**src/rtl/serial_subtractor.sv**
```systemverilog
// rtl/serial_subtractor.sv - bit-serial two's-complement subtractor, LSB first, start/busy/done handshake
module serial_subtractor #(
    parameter int WIDTH = 8
) (
    input  logic             clk,
    input  logic             rst_n,
    input  logic             start,
    input  logic [WIDTH-1:0] a,
    input  logic [WIDTH-1:0] b,
    output logic             busy,
    output logic             done,
    output logic [WIDTH-1:0] diff,
    output logic             bout,
    output logic             ovf,
    output logic             zero
);

    localparam int CW = (WIDTH > 2) ? $clog2(WIDTH) : 1;

    typedef enum logic [1:0] {
        S_IDLE = 2'd0,
        S_RUN  = 2'd1,
        S_DONE = 2'd2
    } state_t;

    state_t           r_state;
    state_t           w_next_state;

    logic [WIDTH-1:0] r_a;
    logic [WIDTH-1:0] r_b;
    logic [WIDTH-1:0] r_res;
    logic [CW-1:0]    r_cnt;
    logic             r_br;
    logic             r_a_msb;
    logic             r_b_msb;
    logic [WIDTH-1:0] r_diff;
    logic             r_bout;
    logic             r_ovf;
    logic             r_zero;

    logic             w_accept;
    logic             w_last;
    logic             w_d;
    logic             w_br_next;
    logic [WIDTH-1:0] w_res_next;

    assign w_accept   = start && (r_state != S_RUN);
    assign w_last     = (r_state == S_RUN) && (r_cnt == CW'(WIDTH - 1));

    // Full-subtractor cell on the current operand LSBs and stored borrow
    assign w_d        = r_a[0] ^ r_b[0] ^ r_br;
    assign w_br_next  = (~r_a[0] & r_b[0]) | (~(r_a[0] ^ r_b[0]) & r_br);
    assign w_res_next = {w_d, r_res[WIDTH-1:1]};

    always_ff @(posedge clk or negedge rst_n) begin
        if (!rst_n) begin
            r_state <= S_IDLE;
        end else begin
            r_state <= w_next_state;
        end
    end

    always_comb begin
        w_next_state = r_state;
        case (r_state)
            S_IDLE:  w_next_state = start ? S_RUN : S_IDLE;
            S_RUN:   w_next_state = w_last ? S_DONE : S_RUN;
            S_DONE:  w_next_state = start ? S_RUN : S_IDLE;
            default: w_next_state = S_IDLE;
        endcase
    end

    always_comb begin
        busy = 1'b0;
        done = 1'b0;
        case (r_state)
            S_RUN:   busy = 1'b1;
            S_DONE:  done = 1'b1;
            default: begin
                busy = 1'b0;
                done = 1'b0;
            end
        endcase
    end

    always_ff @(posedge clk or negedge rst_n) begin
        if (!rst_n) begin
            r_a     <= '0;
            r_b     <= '0;
            r_res   <= '0;
            r_cnt   <= '0;
            r_br    <= 1'b0;
            r_a_msb <= 1'b0;
            r_b_msb <= 1'b0;
        end else if (w_accept) begin
            r_a     <= a;
            r_b     <= b;
            r_res   <= '0;
            r_cnt   <= '0;
            r_br    <= 1'b0;
            r_a_msb <= a[WIDTH-1];
            r_b_msb <= b[WIDTH-1];
        end else if (r_state == S_RUN) begin
            r_a   <= {1'b0, r_a[WIDTH-1:1]};
            r_b   <= {1'b0, r_b[WIDTH-1:1]};
            r_res <= w_res_next;
            r_br  <= w_br_next;
            r_cnt <= r_cnt + 1'b1;
        end
    end

    // Result registers only move on completion, so they stay stable across a following RUN
    always_ff @(posedge clk or negedge rst_n) begin
        if (!rst_n) begin
            r_diff <= '0;
            r_bout <= 1'b0;
            r_ovf  <= 1'b0;
            r_zero <= 1'b0;
        end else if (w_last) begin
            r_diff <= w_res_next;
            r_bout <= w_br_next;
            r_ovf  <= (r_a_msb != r_b_msb) && (w_res_next[WIDTH-1] != r_a_msb);
            r_zero <= (w_res_next == '0);
        end
    end

    assign diff = r_diff;
    assign bout = r_bout;
    assign ovf  = r_ovf;
    assign zero = r_zero;

endmodule

```
**config.mk**
```make
export PLATFORM = sky130hd
export DESIGN_NAME = serial_subtractor
export DESIGN_NICKNAME = d
export VERILOG_FILES = /design/src/rtl/serial_subtractor.sv
export SDC_FILE = /design/constraint.sdc
export NUM_CORES = 1
export LEC_CHECK = 0
export ABC_AREA = 1
export CORE_MARGIN = 2
export CORE_UTILIZATION = 40
export DETAILED_ROUTE_END_ITERATION = 6
export PLACE_DENSITY = 0.63
export SKIP_CTS_REPAIR_TIMING = 1
export SLEW_MARGIN = 20
export SYNTH_ARGS = -nofsm -noshare
export SYNTH_HDL_FRONTEND = slang
export SYNTH_SLANG_ARGS = --single-unit
```
**constraint.sdc**
```tcl
create_clock -name clk -period 1.3 [get_ports clk]
set_input_delay 0.13 -clock clk [delete_from_list [all_inputs] [get_ports clk]]
set_output_delay 0.13 -clock clk [all_outputs]
set_load 0.05 [all_outputs]
```
### After elaboration in Yosys (flattened, before gate mapping)

Cells that the tools add are included.

* register bits: 43
* bits of input ports: 19
* output and inout port bits: 13
* word-level logic and storage cells: 48

* add/sub/neg operators: 1
* equal/unequal tests: 6
* mux-type cells: 15
* bitwise operators: 7
* reductions and logical operators: 7

Operator list (count)
* $mux W8: 6
* $logic_not A8 Y1: 1
* $mux W3: 2
* $mux W1: 5
* $pmux W2 S2: 1
* $add A3 B1 Y3 const B: 1
* $eq A3 B3 Y1 const B: 1
* $logic_and A1 B1 Y1: 3
* $and A1 B1 Y1: 2
* $eq A2 B1 Y1 const B: 1
* $eq A2 B2 Y1 const B: 1
* $logic_not A2 Y1: 1
* $mux W2: 1
* $ne A1 B1 Y1: 2
* $ne A2 B1 Y1 const B: 1
* $not A1 Y1: 2
* $reduce_bool A2 Y1: 1
* $reduce_or A2 Y1: 1
* $xor A1 B1 Y1: 2
* $or A1 B1 Y1: 1

### Depth between registers and ports, before layout

* depth after elaboration: 6
* gate-level depth with buffers: 7

### Least setup slack after synthesis

OpenSTA, ideal clock, no wires.

* kind: flip-flop to flip-flop
* start point: register r_a[0]
* end point: register r_ovf (netlist: ovf)
* library setup time: 118 ps
* arrival: 1154 ps
* required time: 1182 ps
* path slack: 28 ps
* cell stages (with the launch flop): 6
* cell sequence: dfrtp_1 > inv_1 > fa_1 > o21ai_0 > nand3_1 > nand2_1

* cells in the longest elaborated chain, start to end: 4

RTL lines
* start: declaration: RTL line 29 `logic [WIDTH-1:0] r_a;`
* start signal: assignment: RTL line 104 `r_a <= {1'b0, r_a[WIDTH-1:1]};`
* $xor A1 B1 Y1 (2 in a row): RTL line 51 `assign w_d = r_a[0] ^ r_b[0] ^ r_br;`
* $ne A1 B1 Y1: RTL line 122 `r_ovf <= (r_a_msb != r_b_msb) && (w_res_next[WIDTH-1] != r_a_msb);`
* $logic_and A1 B1 Y1: RTL line 122
* end signal: assignment: RTL line 122
* end: declaration: RTL line 38 `logic r_ovf;`

Every way passes these cells.
A chain may end at the register's enable or synchronous reset.

### Final worst setup path

* start point: register r_br
* end point: register r_zero (netlist: zero)

* cells in the longest elaborated chain, start to end: 2

RTL lines
* start: declaration: RTL line 33 `logic r_br;`
* start signal: assignment: RTL line 107 `r_br <= w_br_next;`
* $xor A1 B1 Y1: RTL line 51
* net w_d: RTL line 43 `logic w_d;`
* $logic_not A8 Y1: RTL line 123 `r_zero <= (w_res_next == '0);`
* end signal: assignment: RTL line 123
* end: declaration: RTL line 39 `logic r_zero;`

The timed path passes the listed nets, and every way through them passes these cells.

==> flow_summary.ini <==
[outcome]
outcome = finished with violations
violations = setup timing

[route]
drcViolationCount = 0
antenna_left = 0
first_pass_iters = 5
viasPerCell = 4.904
num_vias = 1437
drt_iter0_drc = 103
drt-total-wl_um = 3531
wire_per_inst_um = 12.05

[global_route]
overflow = 0
grt_pass1_wl_um = 6320
track_usage_pct = 15.97
grt_pass1_vias = 1409
antenna_found_initial = 0
grt_max_degree = 43

[clocking]
cts_tree = built
clk-insertion-delay-late_ns = 0.29
clock-sinks = 42
clock-root-buffer = clkbuf_8
cts.htree.levels = 2
cts_made_buffers = 5
clk_pin_slew_ns = 0.08
clockBufferDepth = 2

[synthesis]
syn-cell-area_um2 = 1799
synth_nets = 217
postSynthCellCount = 194
ys_top_cells_by_area = dfrtp_1 58%, nand2_1 12%, nand3_1 8.1%, inv_1 3.3%, o22ai_1 3.1%
ys_ff_latch = 42
ys_types = 17
syn_avg_cell_area_um2 = 9.274
synth_top_area_cell = dfrtp_1
synth_warnings = 0
yosysSeqAreaShare_pct = 58.41
synth_top_area_share_pct = 58.41

[pwr]
pwr-share-comb_pct = 49.6
power.internal_w = 0.003898
power_switching_w = 0.002558
leakagePower_nw = 1.215
pwr-share-seq_pct = 34.8
p_per_area_nw_per_um2 = 2558
vdd_drop_max_mv = 1.132
clock_power_share_pct = 15.7
swShare_pct = 39.62
total_power_w = 0.006456

[die]
die-width_um = 71.07
initial_utilization_pct = 41.32
core_um2 = 4354
die_area_um2 = 5050
die_height_um = 71.07
ioPinCount = 32
rows = 24

[timing]
worst_slew_pin_slew_ns = 0.2239
worst_slack_ns = -0.06620
hold_viol = 0
post-route-period-util_pct = 105.1
slew_violations = 0
fin_crit_ns = 1.366
fin_skew_ns = 0.003428
max_freq_ghz = 0.7320
setup_viol = 3
rsz0062_at_grt = yes
tns_ns = -0.1373
max_slew_margin_pct = 85.07

[layout]
drive_gt1_share_pct = 19.50
finalInstanceArea_um2 = 2524
syn_to_final_growth_pct = 40.26
nNetsFinal = 263
n_antenna_cell = 0

[critical_path]
r2r-start = r_br
end_kind = register
crit_type = reg2reg
path_max_fanout = 2
crit_path_start_kind = register
worstPathArrival_ns = 1.60
regToRegEndpoint = zero
rr_worst_depth = 7
r2r_setup_slack_ns = -0.07
required_ns = 1.54

[placed_design]
placed_area_um2 = 2369
hpwl_um = 2498
io_buffers = 31
post-place-ws_ns = -0.08078
routabilityCongestion = 0.7803

[job]
maxCapViolCount = 0

[hold_path]
worstHoldPathType = in2async
## worst max path at each step
stage                    start    to  slack (ns)  cells after the start
CTS                 r_state[0]  busy        -0.1                      4
floorplan               r_a[0]   ovf        0.03                      5
global placement        r_a[0]   ovf       -0.01                      5
finish                    r_br  zero       -0.07                      7
global route              r_br  zero       -0.12                      7
detailed placement      r_b[0]  zero       -0.08                      7
## logic make-up (layout without fill, tap and decap cells)
| kind of cell | Yosys count | count (layout) | synth area share, % |
|---|---|---|---|
| AOI/OAI and AO/OA | 22 | 22 | 6.954 |
| buffers and inverters | 26 | 73 | 7.024 |
| adders and majority gates | 4 | 4 | 3.616 |
| DFF | 42 | 42 | 58.41 |
| and+or+nand+nor | 100 | 100 | 23.99 |
## worst max-delay path, stage by stage (launching register included)
cell and delay (ns):
dfrtp_1 0.40, inv_2 0.06, fa_1 0.47, nor2_1 0.10
nand2_1 0.06, nor2_1 0.10, nand2_1 0.06, nand2_1 0.05
## area by class of cell
| cell class | instances | area, um2 |
|---|---|---|
| clock buffers | 5 | 68.82 |
| clock inverters | 3 | 40.04 |
| fillers | 374 | 1831 |
| inverters | 18 | 67.56 |
| multi-input cells | 126 | 631.9 |
| flip-flops and latches | 42 | 1051 |
| well taps | 52 | 65.06 |
| repair buffers | 47 | 599.3 |
## power by group through the flow
stage          registers (W)  logic (W)  clock network [W]
3_3_place_gp         0.00225    0.00306                  0
4_1_cts              0.00225    0.00314            0.00104
3_5_place_dp         0.00227    0.00313                  0
6_report             0.00224    0.00320            0.00101
5_1_grt              0.00232    0.00351            0.00109
2_1_floorplan        0.00267    0.00137                  0
## cell usage in the layout (no fill, tap or decap), types with 6 or more instances in the layout
cell | netlist | final
o22ai_1 | 9 | 9
nand3_1 | 29 | 29
buf_4 | 0 | 11
dfrtp_1 | 42 | 42
buf_12 | 0 | 16
nor2_1 | 8 | 6
o21ai_0 | 10 | 9
inv_1 | 16 | 15
nand2_1 | 59 | 59
clkdlybuf4s50_1 | 0 | 17
## through the flow
step | utilization (%) | cells | hold WS [ns]
floorplan | - | 194 | -0.1656
global placement | 54.40 | 281 | 0.1214
detailed placement | 54.40 | 281 | 0.1246
CTS | 56.90 | 289 | -0.2006
global route | 57.96 | 293 | 0.3788
finish | 57.96 | 293 | 0.3383
## Yosys cell counts, drive strengths merged
| cell | n |
|---|---|
| o21ai | 12 |
| nand2 | 61 |
| buf | 8 |
| inv | 18 |
| fa | 2 |
| nand3 | 29 |
| dfrtp | 42 |
| a21oi | 1 |
| ha | 2 |
| nor2 | 10 |
| o22ai | 9 |
## sequential cells by signal (all words and copies together) (netlist names)
| name | flops |
|---|---|
| bout | 1 |
| zero | 1 |
| diff | 8 |
| r_a | 8 |
| r_a_msb | 1 |
| ovf | 1 |
| r_b | 8 |
| r_b_msb | 1 |
| r_br | 1 |
| r_state | 2 |
| r_res | 7 |
| r_cnt | 3 |
## routing by layer
layer	GRT usage [%]	wire [um]	vias to the layer above
met5	0	0	-
met4	5.660	40	0
met3	4.558	165	4
met2	26.58	1723	38
met1	19.98	1601	678
li1	-	-	717
(Power assumes the default switching activity.)
==> patch: new RTL, config.mk and constraints unchanged <==
The 3 states of `state_t` get a one-hot encoding in 3 bits.
--- a/src/rtl/serial_subtractor.sv
+++ b/src/rtl/serial_subtractor.sv
@@ -19,6 +19,6 @@
 
-    typedef enum logic [1:0] {
-        S_IDLE = 2'd0,
-        S_RUN  = 2'd1,
-        S_DONE = 2'd2
+    typedef enum logic [2:0] {
+        S_IDLE = 3'b001,
+        S_RUN  = 3'b010,
+        S_DONE = 3'b100
     } state_t;
Formal check against the unedited RTL: same outputs for any inputs over 10 cycles, from zero or initial values and one cycle with rst_n low; not proved beyond that.
==> patch against the original RTL <==
The flow still finishes with violations (negative setup slack). Core utilization is 1.5 points lower. Fmax is 10% lower. Highest routed layer unchanged. Design area is 5.0% higher. Wire length is 8.5% higher. Sequential share of layout area is 0.98 points lower. Area after synthesis is 6.9% higher. Sequential cell count is 1 higher. Setup slack worse by 0.15 ns.
Power is not compared: it rests on default switching activity, and its combinational part moved more than twofold at a synthesized area within 25%.
==> patch: results (changes against the original RTL) <==
Run status
  • Run status: finished, violations left (unchanged)
  • Failing checks: negative setup slack (unchanged)

Global route
  • Largest net degree at the start of global routing: 26 (was 43)
  • Global-route wire length before repair: 6580 um (was 6320 um)
  • Vias in the first global route: 1428 (was 1409)
  • Initial antenna violation count: 0 (unchanged)
  • GRT Total Usage: 16.2% (was 16.0%)

Placement
  • Post-DP HPWL: 2680 um (was 2500 um)
  • Port Buffers: 31 (unchanged)
  • Dpl ws: -0.0492 ns (was -0.0808 ns)
  • Final Wtd Congestion: 0.755 (was 0.780)

Detailed routing
  • Highest metal used: met4 (unchanged)
  • 1st-pass router iterations: 4 (was 5)
  • Routed wire length: 3830 um (was 3530 um)
  • Met3 WL: 141 um (was 165 um)
  • Detailed Route Iter0 Violations: 102 (was 103)
  • Via density: 4.96 (was 4.90)
  • Metal-1 WL: 1920 um (was 1600 um)
  • Met2 WL post-DR: 1710 um (was 1720 um)

Yosys
  • Syn_nets: 235 (was 217)
  • Synth Area in Adders: 3.38% (was 3.62%)
  • Synth top cells by count: 63 x nand3_1, 42 x dfrtp_1, 35 x nand2_1 (was 59 x nand2_1, 42 x dfrtp_1, 29 x nand3_1)
  • Xor/xnor share of the synthesized area: 0.455% (was 0%)
  • Post-synthesis cell type count: 22 (was 17)
  • Asr flop ratio synth: 100% (unchanged)
  • Post-synthesis mux area share: 0% (unchanged)
  • Seq/Total Area, Yosys: 56.0% (was 58.4%)
  • Dominant cells by area after synthesis: dfrtp_1 55%, nand3_1 16%, nand2_1 6.8% (was dfrtp_1 58%, nand2_1 12%, nand3_1 8.1%)
  • Yosys warns: 0 (unchanged)
  • Post-synthesis compound-gate area fraction: 5.99% (was 6.95%)

Finish
  • Share of cells above drive strength 1: 19.9% (was 19.5%)
  • # nets final: 278 (was 263)
  • FILL cells: 422 (was 374)
  • Ant. Diodes: 0 (unchanged)

Clock network
  • H-tree depth: 2 (unchanged)
  • Root Driver: clkbuf_8 (unchanged)
  • CTS buffer count: 5 (unchanged)
  • Clk_lat worst skew: around 0.3 ns
  • Worst-case clock buffer depth: 2 (unchanged)
  • Worst-path clk slew: 0.08 ns (about the same)

STA
  • Worst setup margin: -0.218 ns (was -0.0662 ns)
  • Post-route clock skew: 0.00855 ns (was 0.00343 ns)
  • Final setup vio count: 8 (was 3)
  • Slew margin rel.: 80.3% (was 85.1%)

Setup path
  • CP max FO: 8 (was 2)
  • Worst Path Arrival: 1.39 ns (was 1.60 ns)

Power and ir drop
  • Peak VDD IR: roughly 0.77 mV

Min path
  • Worst Hold Class: input pin to asynchronous set/reset pin (unchanged)
-- patch: changes by cell type after synthesis, sizes merged --
cell,change
nand2,-23
inv,-2
nand3,+34
buf,+4
nand3b,+1
nor2,-2
o21ai,+10
dfstp,+1
nor3b,+1
clkbuf,+2
o22ai,-9
xor2,+1
-- patch: critical path: stages (launching register included) --
cell and delay (ns):
dfstp_2 0.56, nor2_4 0.05, nand2_4 0.08, clkinvlp_4 0.19
buf_12 0.21
-- patch: cells by family (layout without fill, tap and decap cells) --
group,count (synthesis),count (layout)
AND/OR/NAND/NOR,111,111
flip-flops,43,43
buffers and inverters,30,74
AO/OA/AOI/OAI,23,23
adder cells (fa/ha/maj),4,4
XOR/XNOR,1,1
-- patch: routing by layer --
| metal | GRT usage, % | up-vias |
|---|---|---|
| met5 | 0 | - |
| li1 | - | 784 |
| met4 | 6.67 | 0 |
| met1 | 23.9 | 720 |
| met2 | 22.2 | 28 |
| met3 | 4.66 | 7 |
-- patch: cell type report --
type / count / area [um2] / area share (%)
Clock buffer: 7 / 96.3 / 3.64
Clock inverter: 1 / 7.51 / 0.283
Inverter: 16 / 63.8 / 2.41
Multi-Input combinational cell: 139 / 727 / 27.4
Sequential cell: 43 / 1080 / 40.7
Tap cell: 54 / 67.6 / 2.55
Timing Repair Buffer: 50 / 609 / 23.0
-- patch: power by group --
group	total [W]	internal, W	switching (W)
clock	0.000943	0.000483	0.000460
sequential	0.00182	0.00161	0.000204
combinational	0.00122	0.000535	0.000684
-- patch: final timing paths --
path                                      startpoint                    to  slack, ns  depth (start not counted)
worst max register to register  r_state[0]$_DFF_PN1_  r_res[6]$_DFFE_PN0P_      -0.12                          7
max in group asynchronous                      rst_n  r_state[0]$_DFF_PN1_       0.56                          3
worst min register to register    r_a[3]$_DFFE_PN0P_    r_a[3]$_DFFE_PN0P_       0.52                          2
worst min-delay path                           rst_n      bout$_DFFE_PN0P_       0.25                          2
min in group clk                                a[7]   r_a_msb$_DFFE_PN0P_       0.40                          3
worst max-delay path            r_state[0]$_DFF_PN1_                  busy      -0.22                          4
-- patch: metrics by stage --
step	util (%)	setup TNS, ns	instances	instance area (um2)	hold slack, ns
after floorplan	-	-0.00396	212	1940	-0.166
after global placement	53.0	-0.0359	297	2490	0.0331
after detailed placement	53.0	-0.185	297	2490	0.0310
after CTS	55.3	-0.752	305	2590	-0.297
after global routing	56.5	-2.22	310	2650	0.255
final	56.5	-0.552	310	2650	0.246
